$ cat config.mk
export PLATFORM = sky130hd
export DESIGN_NAME = regfile_wb_scheduler
export DESIGN_NICKNAME = d
export VERILOG_FILES = /design/src/rtl/regfile_wb_scheduler.sv
export SDC_FILE = /design/constraint.sdc
export NUM_CORES = 1
export LEC_CHECK = 0
export ABC_AREA = 1
export BUFFER_PORTS_ARGS = -buffer_cell sky130_fd_sc_hd__buf_2
export CAP_MARGIN = 20
export CORE_ASPECT_RATIO = 0.6
export CORE_MARGIN = 8
export CORE_UTILIZATION = 41
export CTS_CLUSTER_DIAMETER = 40
export CTS_CLUSTER_SIZE = 24
export DETAILED_ROUTE_END_ITERATION = 8
export PLACE_DENSITY_LB_ADDON = 0.05
export SETUP_SLACK_MARGIN = 0.4
export SLEW_MARGIN = 20
export SYNTH_ARGS = -nofsm -noshare
export SYNTH_HDL_FRONTEND = slang
export SYNTH_SLANG_ARGS = --single-unit
export TNS_END_PERCENT = 30
$ cat constraint.sdc
create_clock -name clk -period 1.4 [get_ports clk]
set_input_delay 0.35 -clock clk [delete_from_list [all_inputs] [get_ports clk]]
set_output_delay 0.35 -clock clk [all_outputs]
set_load 0.01 [all_outputs]
$ cat src/rtl/regfile_wb_scheduler.sv
// regfile_wb_scheduler
// Shares the single register-file write port (we3/a3/wd3) between NREQ
// writeback requesters, and keeps a per-register pending-write scoreboard
// that raises stall when a decode source register still awaits its write.
//
// Handshake: on each requester a transfer happens on a rising clk edge when
// req_valid[i] and req_ready[i] are both high. req_ready is combinational,
// one-hot or zero, and only ever raised on a requester whose valid is high.
// A requester that is not granted holds valid/addr/data stable until it is.
//
// Optional feature macro: WB_ROUND_ROBIN_EN
//   defined   -> round-robin arbitration with a rotating priority pointer
//   undefined -> fixed priority, lowest requester index wins (no pointer)
//
// Register 15 is the PC: writes to it are accepted but dropped (r15_err
// pulses for one cycle), issues to it are ignored, and it never stalls.
`timescale 1ns/1ps

module regfile_wb_scheduler #(
    parameter int NREQ = 3,
    parameter int DW   = 32
) (
    input  logic                clk,
    input  logic                rst_n,
    input  logic [NREQ-1:0]     req_valid,
    input  logic [4*NREQ-1:0]   req_addr,
    input  logic [DW*NREQ-1:0]  req_data,
    output logic [NREQ-1:0]     req_ready,
    input  logic                issue_valid,
    input  logic [3:0]          issue_addr,
    input  logic [3:0]          a1,
    input  logic [3:0]          a2,
    output logic                stall,
    output logic                we3,
    output logic [3:0]          a3,
    output logic [DW-1:0]       wd3,
    output logic                r15_err
);

    localparam logic [3:0] PC_REG = 4'hF;

    logic [NREQ-1:0] grant;
    logic            xfer;
    logic [3:0]      sel_addr;
    logic [DW-1:0]   sel_data;
    logic [15:0]     busy;
    logic [15:0]     busy_nxt;

`ifdef WB_ROUND_ROBIN_EN
    // Width of a requester index (NREQ is 2..4)
    localparam int IW = (NREQ > 2) ? 2 : 1;

    logic [IW-1:0] ptr;
    logic [IW-1:0] gnt_idx;

    // Rotating priority: search requesters ptr..NREQ-1 first, then 0..ptr-1
    always_comb begin
        grant   = '0;
        gnt_idx = '0;
        for (int i = 0; i < NREQ; i++) begin
            if (grant == '0 && req_valid[i] && IW'(i) >= ptr) begin
                grant[i] = 1'b1;
                gnt_idx  = IW'(i);
            end
        end
        for (int i = 0; i < NREQ; i++) begin
            if (grant == '0 && req_valid[i] && IW'(i) < ptr) begin
                grant[i] = 1'b1;
                gnt_idx  = IW'(i);
            end
        end
    end

    // Pointer moves just past the requester that transferred; holds otherwise
    always_ff @(posedge clk or negedge rst_n) begin
        if (!rst_n) begin
            ptr <= '0;
        end else if (xfer) begin
            if (gnt_idx == IW'(NREQ - 1)) begin
                ptr <= '0;
            end else begin
                ptr <= gnt_idx + 1'b1;
            end
        end
    end
`else
    // Fixed priority: the lowest-indexed valid requester wins
    always_comb begin
        grant = '0;
        for (int i = 0; i < NREQ; i++) begin
            if (grant == '0 && req_valid[i]) begin
                grant[i] = 1'b1;
            end
        end
    end
`endif

    // Grant is only raised on a valid requester, so any grant is a transfer
    assign req_ready = grant;
    assign xfer      = |grant;

    // Select the destination and data of the granted requester
    always_comb begin
        sel_addr = '0;
        sel_data = '0;
        for (int i = 0; i < NREQ; i++) begin
            if (grant[i]) begin
                sel_addr = req_addr[4*i +: 4];
                sel_data = req_data[DW*i +: DW];
            end
        end
    end

    // Scoreboard next state: clear on writeback, then set on issue so that a
    // newer producer issued on the same edge keeps the register pending
    always_comb begin
        busy_nxt = busy;
        if (xfer && sel_addr != PC_REG) begin
            busy_nxt[sel_addr] = 1'b0;
        end
        if (issue_valid && issue_addr != PC_REG) begin
            busy_nxt[issue_addr] = 1'b1;
        end
    end

    // Scoreboard register; reset cancels every pending write
    always_ff @(posedge clk or negedge rst_n) begin
        if (!rst_n) begin
            busy <= '0;
        end else begin
            busy <= busy_nxt;
        end
    end

    // Stall on a pending write to either source; the PC never stalls and the
    // same-cycle writeback is not bypassed
    assign stall = (busy[a1] && a1 != PC_REG) || (busy[a2] && a2 != PC_REG);

    // Registered write port: one cycle after a transfer; PC writes are dropped
    // and flagged instead, and a3/wd3 simply hold while we3 is low
    always_ff @(posedge clk or negedge rst_n) begin
        if (!rst_n) begin
            we3     <= 1'b0;
            a3      <= '0;
            wd3     <= '0;
            r15_err <= 1'b0;
        end else if (xfer) begin
            if (sel_addr != PC_REG) begin
                we3     <= 1'b1;
                a3      <= sel_addr;
                wd3     <= sel_data;
                r15_err <= 1'b0;
            end else begin
                we3     <= 1'b0;
                r15_err <= 1'b1;
            end
        end else begin
            we3     <= 1'b0;
            r15_err <= 1'b0;
        end
    end

endmodule

==> results.toml, run 1 <==
[run_status]
status = "complete, but fails checks"
violations = "negative setup slack"

[global_routing]
grt_max_degree = 54
antenna_found_initial = 0
grt.overflow.total = 0
grt.total_usage_pct = 22.9
first_global_vias = 3955
grt_pass1_wl_mm = 19.8

[routing]
num_vias = 4048
avgRoutedWirePerCell_um = 16.6
met1_length_mm = 5.66
met2_length_mm = 5.88
viasPerCell = 5.14
drt_wl_total_mm = 13.1
drc_errors = 0
ant_nets = 0
dr.pass1.iters = 5
maxUsedRoutingLayer = "met4"
drt-initial-drc-count = 249
wl_met3_mm = 1.29

[yosys]
syn-cell-area_um2 = 3110
synthCells = 462
synth_seq_cells = 53
synth_nets = 588
synth_cell_type_count = 24
synth_top_area_share_pct = 42.6
yosys.area.top_type = "dfrtp_1"
synthTopCellsByArea = "dfrtp_1 (43%), nand2_1 (28%), nand3_1 (7.6%)"
ys_warn_count = 0
avgSynthCellArea_um2 = 6.74
yosysSeqAreaShare_pct = 42.6

[clock_network]
root_buffer = "clkbuf_16"
cts_tree = "done"
clkTransAtPathRegs_ps = 70
clock_latency_ps = 290
cts_inserted_buffers = 5
cts_num_sinks = 53
postCtsHoldBufs = 0
clockBufferDepth = 2
htree_levels = 2

[pwr]
p_leak_nw = 2.92
powerDensity_nw_per_um2 = 926
total_power_mw = 5.04
peakVddDrop_uv = 561

[floorplan]
coreArea_um2 = 7300
dieWidth_um = 128
fp.dieH_um = 83.5
fp-row-count = 24
io_pins = 168
start_util_pct = 42.7
dieArea_um2 = 10700

[worst_setup_path]
worstSetupPathType = "flip-flop to output pin"
path_max_fanout = 3
worstPathRequired_ps = 1050
start_kind = "flip-flop"
timing.rr.start = "busy[8]$_DFF_PN0_"
r2r_cells = 3
crit_end = "stall"
cp-startpoint = "busy[8]$_DFF_PN0_"
r2r_end = "busy[8]$_DFF_PN0_"
regToRegSetupSlack_ps = 530
arrival_ps = 1450
end_kind = "output pin"

[timing]
clock_skew_ps = 0
hold_viol = 0
worstMarginPinSlew_ps = 287
rsz0062_at_grt = "yes"
slew_viol_final = 0
setup_viol = 39
fmax_ghz = 0.555
relSlewSlack_pct = 80.9
period_share_pct = 129
setup_ws_ps = -403
period_needed_ps = 1800

[place]
numPortBuffers = 167
dp.cells = 739
routabilityCongestion = 0.937
dp_hpwl_mm = 8.72

[flow_run]
drv_cap = 0

[hold_path]
hold_path.class = "input port to asynchronous set/reset pin"

[cells_and_area]
n_fill_cell = 572
drive_above_1_share_pct = 48.2
diodes = 0
nets = 810
syn2layout_area_growth_pct = 74.8
stdcell_count = 788
==> area by class of cell <==
class                           count  area (um2)  share of cell area, %
Clock inverter                      2        35.0                  0.644
Multi-Input combinational cell    360        1860                   34.2
Sequential cell                    53        1330                   24.4
Tap cell                          104         130                   2.39
Timing Repair inverter              4        67.6                   1.24
Inverter                           28         131                   2.41
Clock buffer                        5         125                   2.30
Timing Repair Buffer              232        1760                   32.4
==> layout by cell type, fill, tap and decap left out, types with 4 or more instances in the layout <==
cell and instances:
buf_6 35, nor2_4 7, nand2_4 15, inv_1 19, dfrtp_1 53, nand3_1 43, buf_2 144, buf_16 4
o21ai_1 28, buf_4 37, nand2_1 180, nand2_2 41, a21oi_1 9, o21ai_2 5, buf_12 9, o21ai_0 12
clkbuf_16 5, nor2_1 4, inv_2 5
==> worst min-delay path by stage <==
| stage | start | endpoint | slack, ps |
|---|---|---|---|
| floorplan | rst_n | a3[0]$_DFFE_PN0N_ | 50 |
| global placement | rst_n | wd3[22]$_DFFE_PN0N_ | 360 |
| detailed placement | rst_n | wd3[23]$_DFFE_PN0N_ | 370 |
| CTS | rst_n | wd3[23]$_DFFE_PN0N_ | 50 |
| global route | rst_n | wd3[23]$_DFFE_PN0N_ | 60 |
| finish | rst_n | wd3[23]$_DFFE_PN0N_ | 30 |
==> cell families after synthesis <==
logic type,after synthesis,synth area share (%)
compound gates,61,10.1
buf+inv,49,7.68
flops,53,42.6
simple gates,299,39.6
==> flip-flops by register name (all words and copies together) (netlist names) <==
register  flops
wd3          32
r15_err       1
we3           1
busy         15
a3            4
==> Yosys cell counts (all sizes together) <==
| cell | number |
|---|---|
| a21oi | 10 |
| a31oi | 1 |
| buf | 10 |
| clkbuf | 11 |
| dfrtp | 53 |
| inv | 28 |
| nand2 | 237 |
| nand3 | 47 |
| nand3b | 1 |
| nand4 | 1 |
| nor2 | 12 |
| o211ai | 3 |
| o21ai | 47 |
| or2 | 1 |
==> power breakdown <==
group	internal, mW	switching (mW)	total [mW]	leakage, nW
Combinational	0.837	0.862	1.70	2.18
Sequential	1.76	0.208	1.97	0.655
Clock	0.831	0.542	1.37	0.0797
==> per-layer routing <==
layer,vias up,track usage (%)
met4,0,4.56
met2,222,36.5
li1,1917,-
met5,-,0
met3,26,7.59
met1,1883,29.6
==> per-stage QoR <==
| stage | hold WS [ps] | cell area, um2 | TNS (ps) | util [%] | worst slack, ps |
|---|---|---|---|---|---|
| after floorplan | 54.4 | 3160 | 0 | - | 30.9 |
| after CTS | 52.1 | 5200 | -380 | 71.3 | -380 |
| after detailed placement | 367 | 4270 | -13040 | 58.5 | -265 |
| after global routing | 58.1 | 5440 | -4240 | 74.6 | -507 |
| final | 27.5 | 5440 | -2010 | 74.6 | -403 |
| after global placement | 362 | 4270 | -10150 | 58.5 | -217 |
==> worst max-delay path, stage by stage, from the launching register on <==
cell and delay, ps:
dfrtp_1 420, nor2_1 120, nor2_1 40, o21ai_1 70
nand3_1 100, nand2_1 90, nand2_1 60, nand2_2 70
nand2_2 50, buf_6 120
==> timing repair <==
action / in CTS / in global routing
cloned: 8 / 0
endpoints found under the setup margin: 95 / 95
setup buffers: 21 / 13
pin swaps: 24 / 18
resized for setup: 146 / 40
Note: power is estimated with default switching activity, not from simulation.
==> inputs of run 2 (changes only) <==
--- a/config.mk
+++ b/config.mk
@@ -10,7 +10,7 @@
 export CAP_MARGIN = 20
 export CORE_ASPECT_RATIO = 0.6
 export CORE_MARGIN = 8
-export CORE_UTILIZATION = 41
+export CORE_UTILIZATION = 29
 export CTS_CLUSTER_DIAMETER = 40
 export CTS_CLUSTER_SIZE = 24
 export DETAILED_ROUTE_END_ITERATION = 8
==> results.toml, run 2 (synthesis results as in run 1) <==
[worst_setup_path]
arrival_ps = 1440
path_max_fanout = 2
r2r_end = "busy[8]$_DFF_PN0_"
end_kind = "output pin"
critPathSlowestCell = "dfrtp_1"
worstPathRequired_ps = 1050
timing.rr.start = "busy[8]$_DFF_PN0_"
r2r_cells = 3
regToRegSetupSlack_ps = 570
cp_top_family = "flip-flops"
worstSetupPathType = "flip-flop to output pin"
crit_chain = "inv_2, a21oi_1, o21ai_1, nand2_1, a21oi_1, nand2_1, nand2_2, nand2_1, buf_2"
path_common_cell = "nand2_1"
critPathMaxStageDelay_ps = 400
start_kind = "flip-flop"
crit_buf_inv = 2

[timing]
period_needed_ps = 1790
setup_viol = 38
setup_ws_ps = -386
rsz0062_at_grt = "yes"
hold_viol = 0
slew_viol_final = 0
holdWs_ps = 38.7
period_share_pct = 128
worstMarginPinSlew_ps = 304
relSlewSlack_pct = 79.7
clock_skew_ps = 0
fmax_ghz = 0.560

[cells_and_area]
largest_register = "wd3"
multiInputGateArea_um2 = 1940
largest_register_ffs = 32
final_cell_mix = "nand2_1 (170), buf_2 (145), dfrtp_1 (51), nand2_2 (47), nand3_1 (40)"
syn2layout_area_growth_pct = 77.9
final_common_cell = "nand2_1"
design_area_um2 = 5540
diodes = 0
nets = 803
ff_latch_area_um2 = 1330
largest_registers = "wd3 (32), busy (15), a3 (4)"
drive_above_1_share_pct = 50.1
n_fill_cell = 1048

[global_routing]
first_global_vias = 3853
grt_pass1_wl_mm = 20.6
grt.total_usage_pct = 18.2
grt.overflow.total = 0
antenna_found_initial = 0
grt_max_degree = 54

[place]
dp_hpwl_mm = 9.15
post-place-ws_ps = -278
dpl_cell_area_um2 = 4290
routabilityCongestion = 0.856
numPortBuffers = 167

[run_status]
violations = "negative setup slack"
status = "complete, but fails checks"

[clock_network]
clkTransAtPathRegs_ps = 70
cts_inserted_buffers = 5
clock_latency_ps = 290
htree_levels = 2
cts_num_sinks = 53
root_buffer = "clkbuf_16"
cts_tree = "done"
clockBufferDepth = 2
postCtsHoldBufs = 0

[pwr]
powerDensity_nw_per_um2 = 884
peakVddDrop_uv = 466
p_leak_nw = 2.91

[routing]
viasPerCell = 4.69
drt_wl_total_mm = 13.4
num_vias = 3828
dr.pass1.iters = 4
avgRoutedWirePerCell_um = 16.4
drc_errors = 0
drt-initial-drc-count = 155
ant_nets = 0

[floorplan]
coreArea_um2 = 10500
io_pins = 168
dieArea_um2 = 14400
dieWidth_um = 150
fp.dieH_um = 96.3
start_util_pct = 29.6
fp-row-count = 29

[flow_run]
drv_cap = 0

[hold_path]
hold_path.class = "input port to asynchronous set/reset pin"
## run 2: cell count changes in the layout (fill, tap and decap cells not counted), sizes merged
cell / delta
buf: -7
bufinv: -1
clkbuf: +1
clkinv: +2
inv: -1
## run 2: final cells by class
class,instances,area share [%]
Inverter,28,2.55
Timing Repair Buffer,225,31.2
Clock inverter,2,0.249
Tap cell,139,3.14
Timing Repair inverter,4,1.47
Multi-Input combinational cell,360,35.1
Sequential cell,53,24.0
Clock buffer,6,2.33
## run 2: repair_timing
item | 4_1_cts | 5_1_grt
gates cloned | 4 | 4
setup buffers | 21 | 9
endpoints found under the setup margin | 95 | 95
resized for setup | 168 | 49
pin swaps | 73 | 26
## run 2: how the worst max path moves through the flow
stage | startpoint | end | depth (start not counted)
5_1_grt | busy[1]$_DFF_PN0_ | stall | 9
2_1_floorplan | req_valid[0] | wd3[0]$_DFFE_PN0N_ | 12
6_report | busy[1]$_DFF_PN0_ | stall | 9
3_3_place_gp | req_valid[0] | busy[8]$_DFF_PN0_ | 9
3_5_place_dp | req_valid[0] | busy[1]$_DFF_PN0_ | 7
4_1_cts | busy[8]$_DFF_PN0_ | stall | 9
## run 2: through the flow
stage | setup TNS, ps | utilization, % | cells | power [mW]
after global placement | -10590 | 40.7 | 771 | 3.13
final | -3580 | 52.6 | 817 | 4.90
after detailed placement | -12100 | 40.7 | 771 | 3.14
after floorplan | 0 | - | 462 | 2.50
after global routing | -6060 | 52.6 | 817 | 5.19
after CTS | -392 | 49.9 | 804 | 4.81
## run 2: power breakdown
group / leakage [nW] / switching, mW / internal, mW
clock network: 0.0712 / 0.568 / 0.669
logic: 2.19 / 0.864 / 0.825
registers: 0.652 / 0.209 / 1.76
total: 2.91 / 1.64 / 3.26
## run 2: worst reg2reg max path: cells and delay by family, from the launching register on
family	cells	cell delay, ps
flops	1	450
buf+inv	1	150
compound gates	2	120
## run 2: routing by layer
layer  track usage [%]  wire length (um)
met2              27.7              5570
met1              25.5              6480
met4              2.73                66
met5                 0                 0
met3              5.31              1250
==> inputs of run 3 (changes only) <==
--- a/config.mk
+++ b/config.mk
@@ -16,6 +16,7 @@
 export DETAILED_ROUTE_END_ITERATION = 8
 export PLACE_DENSITY_LB_ADDON = 0.05
 export SETUP_SLACK_MARGIN = 0.4
+export SKIP_LAST_GASP = 1
 export SLEW_MARGIN = 20
 export SYNTH_ARGS = -nofsm -noshare
 export SYNTH_HDL_FRONTEND = slang
==> results.toml, run 3 (synthesis results as in run 1) <==
[run_status]
status = "complete, but fails checks"
violations = "negative setup slack"

[pwr]
switchingPower_mw = 1.56
powerDensity_nw_per_um2 = 899
clock_power_share_pct = 26.2
netSwitchingFraction_pct = 33.0
total_power_mw = 4.72
p_leak_nw = 2.87
seqPwrFrac_pct = 41.3
internal_power_mw = 3.16
share_comb_of_total_power_pct = 32.5
peakVddDrop_uv = 461

[global_routing]
grt_max_degree = 54
grt.overflow.total = 0
grt_pass1_wl_mm = 20.2
antenna_found_initial = 0
grt.total_usage_pct = 17.8
first_global_vias = 3792

[place]
routabilityCongestion = 0.856
numPortBuffers = 167
post-place-ws_ps = -278
dp_hpwl_mm = 9.15

[clock_network]
clock_latency_ps = 290
root_buffer = "clkbuf_16"
cts_num_sinks = 53
cts_tree = "done"
htree_levels = 2
clockBufferDepth = 2
cts_inserted_buffers = 5
clkTransAtPathRegs_ps = 70

[timing]
relSlewSlack_pct = 64.7
setup_viol = 28
setup_ws_ps = -365
period_needed_ps = 1770
hold_viol = 0
rsz0062_at_grt = "yes"
period_share_pct = 126
slew_viol_final = 0
fmax_ghz = 0.566
worstMarginPinSlew_ps = 523
clock_skew_ps = 0

[flow_run]
drv_cap = 0

[cells_and_area]
final_core_util_pct = 49.8
final_common_cell = "nand2_1"
multiInputGateArea_um2 = 1800
final_cell_mix = "nand2_1 (201), buf_2 (162), dfrtp_1 (51), nand3_1 (41), buf_4 (30)"
n_fill_cell = 1082
nets = 803
drive_above_1_share_pct = 44.2
ff_latch_area_um2 = 1330
largest_register = "wd3"
syn2layout_area_growth_pct = 68.5
largest_registers = "wd3 (32), busy (15), a3 (4)"
diodes = 0
largest_register_ffs = 32

[worst_setup_path]
crit_chain = "inv_2, a21oi_1, o21ai_1, nand2_1, a21oi_1, nand2_1, nand2_2, nand2_1, buf_2"
worstPathRequired_ps = 1050
end_kind = "output pin"
critPathSlowestCell = "dfrtp_1"
worstSetupPathType = "flip-flop to output pin"
cp_top_family = "flip-flops"
arrival_ps = 1420
crit_buf_inv = 2
r2r_cells = 3
start_kind = "flip-flop"
regToRegSetupSlack_ps = 570
path_max_fanout = 2
path_common_cell = "nand2_1"
cp_num_cells = 9
critPathMaxStageDelay_ps = 400

[floorplan]
fp-row-count = 29
io_pins = 168
dieArea_um2 = 14400
coreArea_um2 = 10500
start_util_pct = 29.6
fp.dieH_um = 96.3
dieWidth_um = 150

[routing]
ant_nets = 0
drc_errors = 0
num_vias = 3772
dr.pass1.iters = 4
drt-initial-drc-count = 147
avgRoutedWirePerCell_um = 16.1
drt_wl_total_mm = 13.1
viasPerCell = 4.62

[hold_path]
hold_path.class = "input port to asynchronous set/reset pin"
-- run 3: cell count changes in the layout (fill, tap and decap cells not counted), moves of 10 or more --
cell     previous run  this run
buf_2             145       162
buf_6              36        16
nand2_1           170       201
nand2_2            47        19
o21ai_0             9        24
o21ai_1            30        20
-- run 3: layer usage --
metal,up-vias,global-route usage (%),routed length [um]
met2,128,26.9,5450
met4,0,2.56,46
met5,-,0,0
met1,1732,25.1,6350
met3,4,5.40,1290
li1,1908,-,-
-- run 3: path summary, 6_finish.rpt --
kind | from | end
max | busy[1]$_DFF_PN0_ | stall
min | rst_n | wd3[24]$_DFFE_PN0N_
max reg2reg | busy[8]$_DFF_PN0_ | busy[8]$_DFF_PN0_
min reg2reg | wd3[3]$_DFFE_PN0N_ | wd3[3]$_DFFE_PN0N_
max in group asynchronous | rst_n | busy[8]$_DFF_PN0_
min in group clk | req_data[68] | wd3[4]$_DFFE_PN0N_
-- run 3: power by group through the flow --
stage               logic, mW  registers (mW)  clock network, mW
floorplan               0.544            1.95                  0
global placement         1.18            1.96                  0
detailed placement       1.19            1.96                  0
CTS                      1.41            1.93               1.28
global route             1.70            1.98               1.33
finish                   1.53            1.95               1.24
-- run 3: final cells by class --
type | instances | share of cell area, %
multi-input combinational | 360 | 34.3
timing repair buffer | 226 | 30.9
sequential | 53 | 25.3
tap | 139 | 3.32
inverter | 28 | 2.65
clock buffer | 6 | 2.46
timing repair inverter | 3 | 0.811
clock inverter | 2 | 0.262
-- run 3: worst reg2reg max path, stage by stage, from the launching register on --
cell	delay, ps
dfrtp_2	450
buf_4	150
o21ai_2	50
o21ai_1	70
-- run 3: repair_timing --
item,in CTS,in global routing
gates resized for setup,71,60
hold buffers,0,0
pin swaps,13,18
buffers inserted,21,10
endpoints found under the setup margin,95,95
cloned,4,3
-- run 3: through the flow --
| stage | hold WS [ps] | instance area [um2] | instances | TNS, ps |
|---|---|---|---|---|
| detailed placement | 377 | 4290 | 771 | -12100 |
| finish | 39.3 | 5250 | 817 | -746 |
| CTS | 53.7 | 4940 | 804 | -427 |
| global placement | 372 | 4290 | 771 | -10590 |
| floorplan | 54.4 | 3160 | 462 | 0 |
| global route | 52.0 | 5250 | 817 | -2860 |
